[src/rtl/rtc_bus_pkg.sv]
// -----------------------------------------------------------------------------
// rtc_bus_pkg
// Shared definitions for the RTC bus scheduler:
//   - state_t       : transaction phase encoding (IDLE, ADDR, GAP1, DATA, RECOV)
//   - REQ_*         : requester indices (init sequencer, time/date write,
//                     periodic time read)
//   - DEF_*_LEN     : default phase lengths in clock cycles
//   - id_to_onehot  : requester index -> one-hot grant/done vector
// -----------------------------------------------------------------------------
package rtc_bus_pkg;

  typedef enum logic [2:0] {
    IDLE  = 3'd0,
    ADDR  = 3'd1,
    GAP1  = 3'd2,
    DATA  = 3'd3,
    RECOV = 3'd4
  } state_t;

  localparam int NUM_REQ = 3;

  localparam logic [1:0] REQ_INIT = 2'd0;
  localparam logic [1:0] REQ_WR   = 2'd1;
  localparam logic [1:0] REQ_RD   = 2'd2;

  localparam int DEF_ADDR_LEN = 24;
  localparam int DEF_GAP_LEN  = 20;
  localparam int DEF_DATA_LEN = 24;

  function automatic logic [NUM_REQ-1:0] id_to_onehot(input logic [1:0] id);
    logic [NUM_REQ-1:0] oh;
    oh = '0;
    oh[id] = 1'b1;
    return oh;
  endfunction

endpackage

[src/rtl/rtc_bus_scheduler_if.sv]
// -----------------------------------------------------------------------------
// rtc_bus_scheduler_if
// Request, grant and RTC bus signals of the scheduler.
// Handshake: a requester raises req[i] (with req_wr/addr/data for slot i
// stable) and holds it until it sees the one-cycle gnt[i] pulse, then drops
// it. A req still high when the scheduler is back in IDLE is a new request.
// done[i] pulses once when the granted transaction completes; rd_data is
// valid from that cycle for reads.
//   slave  : the scheduler (drives gnt/done/rd_data/busy/strobes/ad_out/ad_oe)
//   master : requesters plus RTC pin model (drive en/req*/ad_in)
// dbg_state exposes the scheduler FSM state.
// -----------------------------------------------------------------------------
interface rtc_bus_scheduler_if;
  import rtc_bus_pkg::*;

  logic        en;
  logic [2:0]  req;
  logic [2:0]  req_wr;
  logic [23:0] req_addr;
  logic [23:0] req_data;
  logic [2:0]  gnt;
  logic [2:0]  done;
  logic [7:0]  rd_data;
  logic        busy;
  logic        en_dir;
  logic        en_wr;
  logic        en_rd;
  logic [7:0]  ad_out;
  logic        ad_oe;
  logic [7:0]  ad_in;
  state_t      dbg_state;

  modport slave (
    input  en, req, req_wr, req_addr, req_data, ad_in,
    output gnt, done, rd_data, busy, en_dir, en_wr, en_rd, ad_out, ad_oe,
           dbg_state
  );

  modport master (
    output en, req, req_wr, req_addr, req_data, ad_in,
    input  gnt, done, rd_data, busy, en_dir, en_wr, en_rd, ad_out, ad_oe,
           dbg_state
  );

endinterface

[src/rtl/rtc_phase_timer.sv]
// -----------------------------------------------------------------------------
// rtc_phase_timer
// Loadable 8-bit down-counter timing one transaction phase.
//   clk, rst     : clock, asynchronous active-high reset
//   load_i       : load load_val_i this cycle (takes priority over counting)
//   load_val_i   : phase length minus one
//   count_o      : current count
//   tc_o         : terminal count (count_o == 0), marks the last phase cycle
// The counter stops at zero; a load value of 0 gives a single-cycle phase.
// -----------------------------------------------------------------------------
module rtc_phase_timer (
  input  logic       clk,
  input  logic       rst,
  input  logic       load_i,
  input  logic [7:0] load_val_i,
  output logic [7:0] count_o,
  output logic       tc_o
);

  logic [7:0] cnt_q;
  logic [7:0] cnt_d;

  always_comb begin
    cnt_d = cnt_q;
    if (load_i) begin
      cnt_d = load_val_i;
    end else if (cnt_q != 8'd0) begin
      cnt_d = cnt_q - 8'd1;
    end
  end

  always_ff @(posedge clk or posedge rst) begin
    if (rst) begin
      cnt_q <= 8'd0;
    end else begin
      cnt_q <= cnt_d;
    end
  end

  assign count_o = cnt_q;
  assign tc_o    = (cnt_q == 8'd0);

endmodule

[src/rtl/rtc_bus_scheduler.sv]
// -----------------------------------------------------------------------------
// rtc_bus_scheduler
// Shares the multiplexed RTC address/data bus between three requesters and
// runs each grant as one fixed-phase transaction:
//   ADDR (ADDR_LEN) -> GAP1 (GAP_LEN) -> DATA (DATA_LEN) -> RECOV (GAP_LEN)
// Ports:
//   clk, reset : clock, asynchronous active-high reset
//   bus        : rtc_bus_scheduler_if.slave (requests, grants, done pulses,
//                read result, bus strobes and drive, FSM state)
// Arbitration (IDLE only): requester 0 always wins; 1 and 2 alternate via
// rr_pref when both request. Every output comes straight from a flop: the
// combinational block computes next-cycle output values from the next state.
// en=0 sends the FSM to IDLE with all strobes off, keeping rr_pref/rd_data.
// -----------------------------------------------------------------------------
module rtc_bus_scheduler
  import rtc_bus_pkg::*;
#(
  parameter int ADDR_LEN = DEF_ADDR_LEN,
  parameter int GAP_LEN  = DEF_GAP_LEN,
  parameter int DATA_LEN = DEF_DATA_LEN
) (
  input  logic                  clk,
  input  logic                  reset,
  rtc_bus_scheduler_if.slave    bus
);

  state_t     state_q, state_d;
  logic [1:0] rr_pref_q, rr_pref_d;
  logic [1:0] id_q, id_d;
  logic [7:0] addr_q, addr_d;
  logic [7:0] data_q, data_d;
  logic       wr_q, wr_d;
  logic [7:0] rd_data_q, rd_data_d;

  logic [2:0] gnt_q, gnt_d;
  logic [2:0] done_q, done_d;
  logic       busy_q, busy_d;
  logic       en_dir_q, en_dir_d;
  logic       en_wr_q, en_wr_d;
  logic       en_rd_q, en_rd_d;
  logic       ad_oe_q, ad_oe_d;
  logic [7:0] ad_out_q, ad_out_d;

  logic       tmr_load;
  logic [7:0] tmr_val;
  logic [7:0] tmr_count;
  logic       tmr_tc;

  logic [1:0] win;
  logic       last_recov_next;
  logic       data_wr_next;

  rtc_phase_timer u_timer (
    .clk        (clk),
    .rst        (reset),
    .load_i     (tmr_load),
    .load_val_i (tmr_val),
    .count_o    (tmr_count),
    .tc_o       (tmr_tc)
  );

  always_comb begin
    state_d         = state_q;
    rr_pref_d       = rr_pref_q;
    id_d            = id_q;
    addr_d          = addr_q;
    data_d          = data_q;
    wr_d            = wr_q;
    rd_data_d       = rd_data_q;
    gnt_d           = 3'b000;
    tmr_load        = 1'b0;
    tmr_val         = 8'd0;
    win             = REQ_INIT;
    last_recov_next = 1'b0;

    if (!bus.en) begin
      state_d = IDLE;
    end else begin
      unique case (state_q)
        IDLE: begin
          if (bus.req != 3'b000) begin
            if (bus.req[REQ_INIT]) begin
              win = REQ_INIT;
            end else if (bus.req[REQ_WR] && bus.req[REQ_RD]) begin
              win = rr_pref_q;
            end else if (bus.req[REQ_WR]) begin
              win = REQ_WR;
            end else begin
              win = REQ_RD;
            end
            // Only a grant to 1 or 2 moves the round-robin pointer.
            if (win == REQ_WR) begin
              rr_pref_d = REQ_RD;
            end else if (win == REQ_RD) begin
              rr_pref_d = REQ_WR;
            end
            id_d     = win;
            addr_d   = bus.req_addr[8*win +: 8];
            data_d   = bus.req_data[8*win +: 8];
            wr_d     = bus.req_wr[win];
            gnt_d    = id_to_onehot(win);
            state_d  = ADDR;
            tmr_load = 1'b1;
            tmr_val  = 8'(ADDR_LEN - 1);
          end
        end
        ADDR: begin
          if (tmr_tc) begin
            state_d  = GAP1;
            tmr_load = 1'b1;
            tmr_val  = 8'(GAP_LEN - 1);
          end
        end
        GAP1: begin
          if (tmr_tc) begin
            state_d  = DATA;
            tmr_load = 1'b1;
            tmr_val  = 8'(DATA_LEN - 1);
          end
        end
        DATA: begin
          if (tmr_tc) begin
            if (!wr_q) begin
              rd_data_d = bus.ad_in;
            end
            state_d  = RECOV;
            tmr_load = 1'b1;
            tmr_val  = 8'(GAP_LEN - 1);
          end
        end
        RECOV: begin
          if (tmr_tc) begin
            state_d = IDLE;
          end
        end
        default: begin
          state_d = IDLE;
        end
      endcase
    end

    // done is registered, so it must be raised one edge ahead: next cycle is
    // the last RECOV cycle when the count will read 0 there.
    if (state_d == RECOV) begin
      if (state_q == RECOV) begin
        last_recov_next = (tmr_count == 8'd1);
      end else begin
        last_recov_next = (GAP_LEN == 1);
      end
    end

    data_wr_next = (state_d == DATA) && wr_d;
    busy_d       = (state_d != IDLE);
    en_dir_d     = (state_d == ADDR);
    en_wr_d      = data_wr_next;
    en_rd_d      = (state_d == DATA) && !wr_d;
    ad_oe_d      = en_dir_d || data_wr_next;
    ad_out_d     = en_dir_d ? addr_d : (data_wr_next ? data_d : 8'd0);
    done_d       = last_recov_next ? id_to_onehot(id_d) : 3'b000;
  end

  always_ff @(posedge clk or posedge reset) begin
    if (reset) begin
      state_q   <= IDLE;
      rr_pref_q <= REQ_WR;
      id_q      <= 2'd0;
      addr_q    <= 8'd0;
      data_q    <= 8'd0;
      wr_q      <= 1'b0;
      rd_data_q <= 8'd0;
      gnt_q     <= 3'b000;
      done_q    <= 3'b000;
      busy_q    <= 1'b0;
      en_dir_q  <= 1'b0;
      en_wr_q   <= 1'b0;
      en_rd_q   <= 1'b0;
      ad_oe_q   <= 1'b0;
      ad_out_q  <= 8'd0;
    end else begin
      state_q   <= state_d;
      rr_pref_q <= rr_pref_d;
      id_q      <= id_d;
      addr_q    <= addr_d;
      data_q    <= data_d;
      wr_q      <= wr_d;
      rd_data_q <= rd_data_d;
      gnt_q     <= gnt_d;
      done_q    <= done_d;
      busy_q    <= busy_d;
      en_dir_q  <= en_dir_d;
      en_wr_q   <= en_wr_d;
      en_rd_q   <= en_rd_d;
      ad_oe_q   <= ad_oe_d;
      ad_out_q  <= ad_out_d;
    end
  end

  assign bus.gnt       = gnt_q;
  assign bus.done      = done_q;
  assign bus.rd_data   = rd_data_q;
  assign bus.busy      = busy_q;
  assign bus.en_dir    = en_dir_q;
  assign bus.en_wr     = en_wr_q;
  assign bus.en_rd     = en_rd_q;
  assign bus.ad_oe     = ad_oe_q;
  assign bus.ad_out    = ad_out_q;
  assign bus.dbg_state = state_q;

endmodule

[src/flat_wrapper.sv]
// flat-port wrapper written by rule: the top's interface ports become plain ports
module rtc_bus_scheduler_flat import rtc_bus_pkg::*;
#(
  parameter int ADDR_LEN = DEF_ADDR_LEN,
  parameter int GAP_LEN  = DEF_GAP_LEN,
  parameter int DATA_LEN = DEF_DATA_LEN
)
  (clk, reset, bus_en, bus_req, bus_req_wr, bus_req_addr, bus_req_data, bus_ad_in, bus_gnt, bus_done, bus_rd_data, bus_busy, bus_en_dir, bus_en_wr, bus_en_rd, bus_ad_out, bus_ad_oe, bus_dbg_state);
  rtc_bus_scheduler_if bus_i ();
  input  logic clk;
  input  logic reset;
  input wire logic [$bits(bus_i.en)-1:0] bus_en;
  input wire logic [$bits(bus_i.req)-1:0] bus_req;
  input wire logic [$bits(bus_i.req_wr)-1:0] bus_req_wr;
  input wire logic [$bits(bus_i.req_addr)-1:0] bus_req_addr;
  input wire logic [$bits(bus_i.req_data)-1:0] bus_req_data;
  input wire logic [$bits(bus_i.ad_in)-1:0] bus_ad_in;
  output wire logic [$bits(bus_i.gnt)-1:0] bus_gnt;
  output wire logic [$bits(bus_i.done)-1:0] bus_done;
  output wire logic [$bits(bus_i.rd_data)-1:0] bus_rd_data;
  output wire logic [$bits(bus_i.busy)-1:0] bus_busy;
  output wire logic [$bits(bus_i.en_dir)-1:0] bus_en_dir;
  output wire logic [$bits(bus_i.en_wr)-1:0] bus_en_wr;
  output wire logic [$bits(bus_i.en_rd)-1:0] bus_en_rd;
  output wire logic [$bits(bus_i.ad_out)-1:0] bus_ad_out;
  output wire logic [$bits(bus_i.ad_oe)-1:0] bus_ad_oe;
  output wire logic [$bits(bus_i.dbg_state)-1:0] bus_dbg_state;
  assign bus_i.en = bus_en;
  assign bus_i.req = bus_req;
  assign bus_i.req_wr = bus_req_wr;
  assign bus_i.req_addr = bus_req_addr;
  assign bus_i.req_data = bus_req_data;
  assign bus_i.ad_in = bus_ad_in;
  assign bus_gnt = bus_i.gnt;
  assign bus_done = bus_i.done;
  assign bus_rd_data = bus_i.rd_data;
  assign bus_busy = bus_i.busy;
  assign bus_en_dir = bus_i.en_dir;
  assign bus_en_wr = bus_i.en_wr;
  assign bus_en_rd = bus_i.en_rd;
  assign bus_ad_out = bus_i.ad_out;
  assign bus_ad_oe = bus_i.ad_oe;
  assign bus_dbg_state = bus_i.dbg_state;
  rtc_bus_scheduler #(.ADDR_LEN(ADDR_LEN), .GAP_LEN(GAP_LEN), .DATA_LEN(DATA_LEN)) u_core (.clk(clk), .reset(reset), .bus(bus_i));
endmodule
[config.mk]
export PLATFORM = sky130hd
export DESIGN_NAME = rtc_bus_scheduler_flat
export DESIGN_NICKNAME = d
export VERILOG_FILES = /design/src/rtl/rtc_bus_pkg.sv /design/src/rtl/rtc_bus_scheduler_if.sv /design/src/rtl/rtc_phase_timer.sv /design/src/rtl/rtc_bus_scheduler.sv /design/src/flat_wrapper.sv
export SDC_FILE = /design/constraint.sdc
export NUM_CORES = 1
export LEC_CHECK = 0
export CORE_MARGIN = 8
export CORE_UTILIZATION = 49
export DETAILED_ROUTE_END_ITERATION = 6
export PLACE_DENSITY = 0.91
export SYNTH_ARGS = -nofsm -noshare
export SYNTH_HDL_FRONTEND = slang
export SYNTH_SLANG_ARGS = --single-unit
[constraint.sdc]
create_clock -name clk -period 5.65 [get_ports clk]
set_input_delay 0.8475 -clock clk [delete_from_list [all_inputs] [get_ports clk]]
set_output_delay 0.8475 -clock clk [all_outputs]
set_load 0.01 [all_outputs]
==> impl_metrics.toml <==
[outcome]
status = "completed"

[yosys]
synth_warnings = 0
synth_xor_area_frac = 0.0184
syn_nets = 342
synthArstFlopShare = 1.00
ys_types = 49
syn_inst = 272
seq_area_frac_synth = 0.516
synth_top_family_by_area = "compound AO/OA/AOI/OAI gates"
synth_edf_count = 0
synth-simple-area-share = 0.174
ys_ff_latch = 59
synthMuxAreaShare = 0.0459
syn_area_mm2 = 0.00286
synth_fa_ha_area_frac = 0.0219
synth-compound-area-share = 0.184
syn_area_per_cell_um2 = 10.5
ys.flop_type = "dfrtp_1"

[detailed_routing]
drt_iter0_drc = 193
drc = 0
wl_met3_um = 565
vias = 2460
wl_um = 7860
wl_per_cell_um = 17.6
antenna_left = 0
drt-vias-per-instance = 5.52
dr_wl_met2_um = 3980
wl_met1_um = 3120
topRoutingLayerUsed = "met4"
drtPass1Iterations = 4

[sta]
slew_viol_final = 0
tightest_slew_ns = 1.26
slew_headroom = 0.159
fmaxAchievable_mhz = 284
setup_tns_ns = 0
rsz0062_at_grt = "false"
setup_slack_ns = 2.13
skew_ns = 0.00776
final-hold-violation-count = 0
post-route-period-util = 0.623
post-route-min-period_ns = 3.52
setup_violations = 0

[clocking]
htreeDepth = 3
cts_num_sinks = 59
cts_buffer_depth = 2
cts_made_buffers = 9
cts_tree = "yes"
clkTransAtPathRegs_ns = 0.06
cts_hold_buf = 0
post_cts_buffers = 0
cts_resized = 0
root_buffer = "clkbuf_8"
clkLatencyLatePin_ns = 0.34

[worst_setup_path]
worstSetupPathType = "primary input to flip-flop"
required_ns = 5.82
start_kind = "primary input"
r2r-start = "u_core.bus.dbg_state[0]"
cp_max_fo = 23
crit_path_start = "bus_req[0]"
arrival_ns = 3.68
endpoint_kind = "flip-flop"

[cells_and_area]
regArea_mm2 = 0.00148
final_nets = 436
multiInputGateArea_mm2 = 0.00127
area_growth_syn_to_layout_pct = 40.9
fillCellCount = 430
n_antenna_cell = 0
drive_gt1_frac = 0.102

[floorplanning]
die_w_um = 92.4
row_count = 28
io_pins = 95
coreArea_mm2 = 0.00578
start_util = 0.495
die_area_mm2 = 0.00854
die_y_um = 92.4

[grt]
overflow = 0
grtUsageTotal = 0.189
antenna_found_initial = 0
grt_pass1_vias = 2590
grt_first_pass_wirelength_um = 12800
grt_max_degree = 60

[min_path]
min_path_type = "flip-flop to flip-flop"
hp-start = "u_core.addr_q[0]"

[run]
drv_cap = 0

[power_and_ir_drop]
p_leak_nw = 1.75
worst_ir_drop_vdd_v = 0.000194
power_density_mw_per_mm2 = 284

[placement]
place_congestion = 0.841
post-dp-hpwl_um = 5890
post-place-ws_ns = 1.82
io_buffers = 94
## flip-flops by register name (all words and copies together), names as in the netlist
| signal | count |
|---|---|
| u_core.bus.busy | 1 |
| u_core.u_timer.count_o | 8 |
| u_core.addr_q | 8 |
| u_core.bus.done | 3 |
| u_core.bus.ad_oe | 1 |
| u_core.data_q | 8 |
| u_core.bus.rd_data | 8 |
| u_core.wr_q | 1 |
| u_core.bus.dbg_state | 3 |
| u_core.rr_pref_q | 2 |
| u_core.bus.en_dir | 1 |
| u_core.bus.en_rd | 1 |
| u_core.bus.en_wr | 1 |
| u_core.bus.gnt | 3 |
| u_core.bus.ad_out | 8 |
| u_core.id_q | 2 |
## Yosys cell counts, drive strengths merged, types with 6 or more instances
cell | count | share of area
nor3 | 7 | 0.012
dfrtp | 58 | 0.51
inv | 13 | 0.017
buf | 6 | 0.015
clkbuf | 6 | 0.0079
a211oi | 7 | 0.018
nor2 | 29 | 0.044
nand2b | 6 | 0.013
o21ai | 8 | 0.014
nand2 | 24 | 0.034
mux2 | 9 | 0.046
a221oi | 9 | 0.028
a21oi | 18 | 0.031
## area by class of cell
cell class                 count  share of cell area
clock buffer                  11              0.0350
clock inverter                 5              0.0130
inverter                      13              0.0121
multi-input combinational    188               0.315
sequential                    59               0.366
tap                           75              0.0233
timing repair buffer          95               0.235
## cells in the final DEF, fill, tap and decap left out, drive strengths merged, types with 6 or more instances in the layout
| cell | count |
|---|---|
| a211oi | 7 |
| a21oi | 18 |
| a221oi | 9 |
| clkbuf | 11 |
| clkdlybuf4s50 | 94 |
| dfrtp | 58 |
| inv | 13 |
| mux2 | 9 |
| nand2 | 24 |
| nand2b | 6 |
| nor2 | 29 |
| nor3 | 7 |
| o21ai | 8 |
## final timing paths
| kind | to | slack (ns) | cells past startpoint |
|---|---|---|---|
| max | u_core.bus.ad_out[5] | 2.13 | 6 |
| min | u_core.addr_q[0] | 0.49 | 2 |
| max reg2reg | u_core.bus.ad_out[5] | 2.49 | 5 |
| min reg2reg | u_core.addr_q[0] | 0.49 | 2 |
| max in group asynchronous | u_core.u_timer.count_o[4] | 4.16 | 3 |
| min in group asynchronous | u_core.addr_q[5] | 1.03 | 3 |
## power by group
| part | leakage (nW) | internal [mW] | switching (mW) |
|---|---|---|---|
| Combinational | 0.910 | 0.127 | 0.129 |
| Clock | 0.0991 | 0.213 | 0.161 |
| Sequential | 0.743 | 0.480 | 0.0374 |
## through the flow
step	area (µm²)	total power [mW]	hold WS (ns)	instances	util
4_1_cts	4030	1.15	0.480	446	0.698
3_5_place_dp	3840	0.776	0.461	430	0.664
3_3_place_gp	3840	0.762	0.468	430	0.664
6_report	4030	1.15	0.486	446	0.698
5_1_grt	4030	1.21	0.513	446	0.698
2_1_floorplan	2860	0.666	0.441	272	-
## logic make-up after synthesis
family	Yosys count
flip-flops	59
buffers and inverters	25
AND/OR/NAND/NOR	97
multiplexers	9
XOR/XNOR	6
AO/OA/AOI/OAI	71
adder cells (fa/ha/maj)	5
## critical path, stage by stage
cell	delay, ns
clkdlybuf4s50_1	0.67
or3_1	0.23
nand3_1	0.63
and2_1	0.45
o21ai_1	0.63
o32ai_1	0.22
## per-layer routing
| layer | up-vias | global-route usage |
|---|---|---|
| met5 | - | 0 |
| met4 | 0 | 0.101 |
| met3 | 14 | 0.0510 |
| met2 | 81 | 0.312 |
| met1 | 1190 | 0.222 |
| li1 | 1175 | - |
No activity file was read; power rests on OpenSTA's default activity.
